[src/rtl/wavelet_core_array.sv]
// rtl/wavelet_core_array.sv - octave-spaced I/Q wavelet correlator array with serial readout
module wavelet_core_array #(
    parameter int NCH = 2,
    parameter int CW  = 8
) (
    input  logic           clk_master,
    input  logic           rstb,
    input  logic           ud_en,
    input  logic [NCH-1:0] comp_high_I,
    input  logic [NCH-1:0] comp_high_Q,
    output logic [NCH-1:0] tick_out,
    output logic [NCH-1:0] cos_out,
    output logic [NCH-1:0] sin_out,
    output logic           read_out_I,
    output logic           read_out_Q,
    output logic           read_valid,
    output logic           read_start,
    output logic           busy
);

    localparam int FW = NCH * CW;
    localparam int BW = (FW > 1) ? $clog2(FW) : 1;

    typedef enum logic [1:0] {
        IDLE  = 2'd0,
        ACCUM = 2'd1,
        SHIFT = 2'd2
    } state_t;

    state_t          state, state_n;
    logic [NCH-1:0]  div_cnt;
    logic [NCH-1:0]  tick;
    logic [1:0]      ph     [NCH];
    logic [CW-1:0]   corr_i [NCH];
    logic [CW-1:0]   corr_q [NCH];
    logic [FW-1:0]   sr_i, sr_q;
    logic [FW-1:0]   pack_i, pack_q;
    logic [BW-1:0]   bit_cnt;
    logic            ud_en_q;
    logic            rise, fall;
    logic            clear_corr, load_sr, acc_en;

    // Saturating +/-1 step; holds at the two's complement extremes instead of wrapping.
    function automatic logic [CW-1:0] sat_step(input logic [CW-1:0] v, input logic up);
        logic [CW-1:0] vmax;
        logic [CW-1:0] vmin;
        vmax = {1'b0, {(CW-1){1'b1}}};
        vmin = {1'b1, {(CW-1){1'b0}}};
        if (up)
            return (v == vmax) ? v : v + CW'(1);
        else
            return (v == vmin) ? v : v - CW'(1);
    endfunction

    // Channel k ticks when the low k+1 divider bits are all ones.
    for (genvar k = 0; k < NCH; k++) begin : g_tick
        assign tick[k]    = &div_cnt[k:0];
        assign cos_out[k] = ph[k][1];
        assign sin_out[k] = ph[k][0];
    end

    assign tick_out = tick;

    assign rise = ud_en & ~ud_en_q;
    assign fall = ~ud_en & ud_en_q;

    assign clear_corr = rise & ((state == IDLE) | (state == SHIFT));
    assign load_sr    = (state == ACCUM) & fall;
    assign acc_en     = (state == ACCUM) & ~fall;

    // Readout frame: channel 0 occupies the top of the shift register so it leaves first.
    always_comb begin
        pack_i = '0;
        pack_q = '0;
        for (int k = 0; k < NCH; k++) begin
            pack_i[(NCH-1-k)*CW +: CW] = corr_i[k];
            pack_q[(NCH-1-k)*CW +: CW] = corr_q[k];
        end
    end

    // Readout FSM next-state: a rise during SHIFT aborts straight back to accumulation.
    always_comb begin
        state_n = state;
        case (state)
            IDLE:    if (rise) state_n = ACCUM;
            ACCUM:   if (fall) state_n = SHIFT;
            SHIFT: begin
                if (rise)
                    state_n = ACCUM;
                else if (bit_cnt == BW'(FW - 1))
                    state_n = IDLE;
            end
            default: state_n = IDLE;
        endcase
    end

    // State register, edge detector and free-running divider.
    always_ff @(posedge clk_master) begin
        if (!rstb) begin
            state   <= IDLE;
            ud_en_q <= 1'b0;
            div_cnt <= '0;
        end else begin
            state   <= state_n;
            ud_en_q <= ud_en;
            div_cnt <= div_cnt + NCH'(1);
        end
    end

    // LO phases advance in Gray order on each channel tick, regardless of the FSM.
    always_ff @(posedge clk_master) begin
        for (int k = 0; k < NCH; k++) begin
            if (!rstb)
                ph[k] <= 2'b00;
            else if (tick[k])
                ph[k] <= {ph[k][0], ~ph[k][1]};
        end
    end

    // Correlators compare against the pre-update LO and freeze outside accumulation.
    always_ff @(posedge clk_master) begin
        for (int k = 0; k < NCH; k++) begin
            if (!rstb || clear_corr) begin
                corr_i[k] <= '0;
                corr_q[k] <= '0;
            end else if (acc_en && tick[k]) begin
                corr_i[k] <= sat_step(corr_i[k], comp_high_I[k] == ph[k][1]);
                corr_q[k] <= sat_step(corr_q[k], comp_high_Q[k] == ph[k][0]);
            end
        end
    end

    // Snapshot on fall, then shift MSB-first one bit per cycle while in SHIFT.
    always_ff @(posedge clk_master) begin
        if (!rstb) begin
            sr_i    <= '0;
            sr_q    <= '0;
            bit_cnt <= '0;
        end else if (load_sr) begin
            sr_i    <= pack_i;
            sr_q    <= pack_q;
            bit_cnt <= '0;
        end else if (state == SHIFT) begin
            sr_i    <= sr_i << 1;
            sr_q    <= sr_q << 1;
            bit_cnt <= bit_cnt + BW'(1);
        end
    end

    assign read_valid = (state == SHIFT);
    assign busy       = (state == SHIFT);
    assign read_start = (state == SHIFT) && (bit_cnt == '0);
    assign read_out_I = (state == SHIFT) & sr_i[FW-1];
    assign read_out_Q = (state == SHIFT) & sr_q[FW-1];

endmodule

[config.mk]
export PLATFORM = sky130hd
export DESIGN_NAME = wavelet_core_array
export DESIGN_NICKNAME = d
export VERILOG_FILES = /design/src/rtl/wavelet_core_array.sv
export SDC_FILE = /design/constraint.sdc
export NUM_CORES = 1
export LEC_CHECK = 0
export CORE_AREA = 4 4 95 97
export CTS_CLUSTER_SIZE = 28
export DETAILED_ROUTE_END_ITERATION = 7
export DIE_AREA = 0 0 99 101
export GPL_TIMING_DRIVEN = 0
export PLACE_DENSITY_LB_ADDON = 0.1
export SYNTH_ARGS = -nofsm -noshare
export SYNTH_HDL_FRONTEND = slang
export SYNTH_SLANG_ARGS = --single-unit
[constraint.sdc]
create_clock -name clk_master -period 2.42 [get_ports clk_master]
set_input_delay 0.363 -clock clk_master [delete_from_list [all_inputs] [get_ports clk_master]]
set_output_delay 0.363 -clock clk_master [all_outputs]
set_load 0.05 [all_outputs]
==> results by group <==
Drt
  • Ratio of routed vias to standard cells: roughly 5.8
  • Highest metal used: met4
  • WL per Instance: ~16 um
  • Met2 wire length: about 4.6 mm
  • 1st-pass router iterations: 5
  • WL final: roughly 9.9 mm
  • DR vias: 3553
  • Antenna Nets Post-Route: 0
  • Metal-1 WL: 4.71 mm
  • Met3 routed WL: between 300 and 400 um
  • Initial drt markers: 183
  • DRC violations left: 0

Setup path
  • CP arrival: about 2.4 ns
  • Critical path endpoint category: flip-flop
  • Slowest CP cell: clkdlybuf4s50_1
  • Worst Path Max Fanout: 12
  • Max incr delay on CP: between 0.4 and 0.5 ns
  • Worst Setup Start Kind: input port
  • Worst path cell trace: clkdlybuf4s50_1 > xnor2_4 > inv_2 > buf_6 > ha_1 > o21a_1 > a21oi_2 > a221oi_1 > o41ai_1
  • WP data required: approximately 2.5 ns
  • Buf/Inv on CP: 3
  • Critical path type: input port to flip-flop
  • CP top delay family: buffers and inverters

Power
  • Peak VDD IR: 0.344 mV
  • Tot Pwr: 3140 uW
  • Pwr dens: 608 nW/um^2
  • Leak: 0.00195 uW

Finish
  • ANT cells: 0
  • Area of the multi-input gates: about 2500 um^2
  • Layout cells sized above 1: approximately an eighth
  • Nets: between 500 and 600
  • Fillcell total: 672
  • Syn-to-layout area delta: 17.3%
  • Storage cell area: 1900 um^2

Floorplanning
  • Die Width: 99 um
  • Die H: 101 um
  • FP Rows: 33
  • Std-Cell Core Area: a little over 8000 um^2
  • Die ar.: about 10000 um^2
  • IO Count: 18
  • Initial Util: a little over half

Synthesis
  • Asr flop ratio synth: 0%
  • Post-Syn Area: approximately 4400 um^2
  • Register area share after synthesis: a little over two fifths
  • Yosys cell types: 56
  • Synth Area in XOR/XNOR: just under 6%
  • Commonest cells post-synth: 46 x nand2_1, 41 x dfxtp_1, 36 x edfxtp_1, 33 x nor2_1, 30 x a22oi_1
  • Main combinational cell family by area after synthesis: compound AO/OA/AOI/OAI gates
  • Synth Area in Simple Gates: ~18%
  • Post-synthesis average cell area: 9.56 um^2
  • Complex-gate fraction of the synthesized area: between 20% and 30%
  • Synth area leaders: edfxtp_1 25%, dfxtp_1 19%, ha_1 6.8%
  • Yosys reg bits: between 70 and 80
  • Synth Net Count: a little under 500
  • Most common cell in the netlist: nand2_1
  • Top_reg_cell synth: dfxtp_1
  • Post-Syn Instances: 461
  • Post-synthesis mux area share: 0.454%
  • Leading area contributor after synthesis: edfxtp_1
  • Post-synth EDFFs: 36
  • Synth top area share: between 20% and 30%
  • Yosys warning count: 0
  • Synth Area in Adders: between 7 and 8%

Timing
  • Final Cycle Share: 96.3%
  • Max Freq: between 400 and 500 MHz
  • Setup violations, final: 0
  • Final hold vios: 0
  • Max-slew violation count: 0
  • Min cycle time layout: 2.33 ns
  • Worst-Margin Slew: 0.784 ns
  • Fin worst setup slack: approximately 0.089 ns
  • Worst Skew: around 0.011 ns
  • Rel. slew slack: roughly 47%

GRT
  • Largest net degree at the start of global routing: 14
  • Tot GR Track Use: roughly a fifth
  • First-pass GRT wire length: 16.5 mm
  • Vias in the first global route: 3400
  • Overflow left after global routing: 0
  • Antenna violations before repair: 0

Placed design
  • Final GP Congestion: around 0.81
  • Place WS: -0.642 ns
  • Buffers on Ports: 17
  • HPWL after DPL: between 7 and 8 mm

CTS
  • Hold-fix buffers, CTS: 0
  • Clk_lat worst skew: around 0.34 ns
  • TritonCTS Buffers: 9
  • CTS tree: yes
  • CTS root buffer: clkbuf_8
  • Htree depth: 3
  • Clock buffer depth: 2
  • Sink Count: 77
  • Clock slew at reported path FFs: approximately 0.080 ns

Hold path
  • Worst Hold Class: flip-flop to flip-flop

Flow run
  • Max Cap Viol: 0

Status
  • Outcome: finished, final reports clean
[sequential cells by signal (all words and copies together) (netlist names)]
register and flops:
ph 4, corr_i 16, corr_q 16, div_cnt 2, ud_en_q 1, bit_cnt 4
state 2, sr_i 16, sr_q 16
[through the flow]
stage	util [%]	cell area (um^2)	hold slack (ns)	setup TNS, ns	std cells
final	63.5	5170	0.458	0	612
after global routing	63.5	5170	0.477	-0.0190	612
after CTS	61.3	4990	0.460	0	598
after detailed placement	58.7	4770	0.448	-22.64	583
after global placement	58.7	4770	0.442	-21.40	583
after floorplan	-	4470	0.435	-0.0702	461
[cell families (layout without fill, tap and decap cells)]
kind of cell,after synthesis,in the layout
multiplexers,2,2
flip-flops,77,77
AO/OA/AOI/OAI,131,131
XOR/XNOR,28,29
adder cells (fa/ha/maj),26,26
AND/OR/NAND/NOR,157,157
buffers and inverters,40,85
[cells in the final DEF (no fill, tap or decap), types with 7 or more instances in the layout]
| cell type | synthesis | layout |
|---|---|---|
| inv_1 | 13 | 11 |
| a21boi_1 | 7 | 7 |
| buf_4 | 2 | 16 |
| xnor2_1 | 12 | 11 |
| clkbuf_1 | 16 | 16 |
| and2_1 | 11 | 11 |
| nor3_1 | 12 | 10 |
| edfxtp_1 | 36 | 36 |
| nand2_1 | 46 | 46 |
| dfxtp_1 | 41 | 41 |
| ha_1 | 24 | 20 |
| clkbuf_8 | 0 | 10 |
| a21oi_1 | 15 | 15 |
| a22oi_1 | 30 | 30 |
| nand3_1 | 10 | 10 |
| xor2_1 | 14 | 14 |
| a21boi_0 | 25 | 25 |
| clkdlybuf4s50_1 | 0 | 12 |
| nor2_1 | 33 | 33 |
| o21ai_0 | 16 | 12 |
[layout make-up]
class                           count  share of cell area (%)
Buffer                             25                    2.40
Clock buffer                       13                    3.70
Clock inverter                      2                   0.242
Inverter                           14                    1.09
Multi-Input combinational cell    345                    47.9
Sequential cell                    77                    36.8
Tap cell                          105                    2.54
Timing Repair Buffer               31                    5.28
[timing repair]
item                                    4_1_cts  5_1_grt
pin swaps                                     1        4
resized for setup                            10       14
endpoints found under the setup margin       37       24
gates cloned                                  0        1
buffers inserted                              1       13
endpoints found under the hold margin         0        0
[routing by layer]
layer | vias up | GRT usage, %
li1 | 1776 | -
met1 | 1682 | 27.2
met2 | 82 | 33.5
met3 | 13 | 3.18
met4 | 0 | 7.46
met5 | - | 0
[worst register-to-register path: cells and delay by family, from the launching register on]
family / cells / cell delay (ns)
flip-flops: 1 / 0.47
adder cells (fa/ha/maj): 1 / 0.35
AO/OA/AOI/OAI: 4 / 0.65
buffers and inverters: 2 / 0.27
XOR/XNOR: 1 / 0.33
[path summary, 6_finish.rpt]
check             cells past startpoint      endpoint      startpoint  slack, ns
setup / recovery                      9  corr_i[1][6]  comp_high_I[1]       0.09
hold / removal                        2       sr_i[6]         sr_i[6]       0.46
setup reg to reg                      8  corr_i[1][6]        ph[1][1]       0.09
hold reg to reg                       2       sr_i[6]         sr_i[6]       0.46
[where the power goes]
group | switching [uW] | internal (uW)
combinational | 365 | 303
clock | 464 | 519
sequential | 69.9 | 1420
total | 899 | 2240
(Power assumes the default switching activity.)
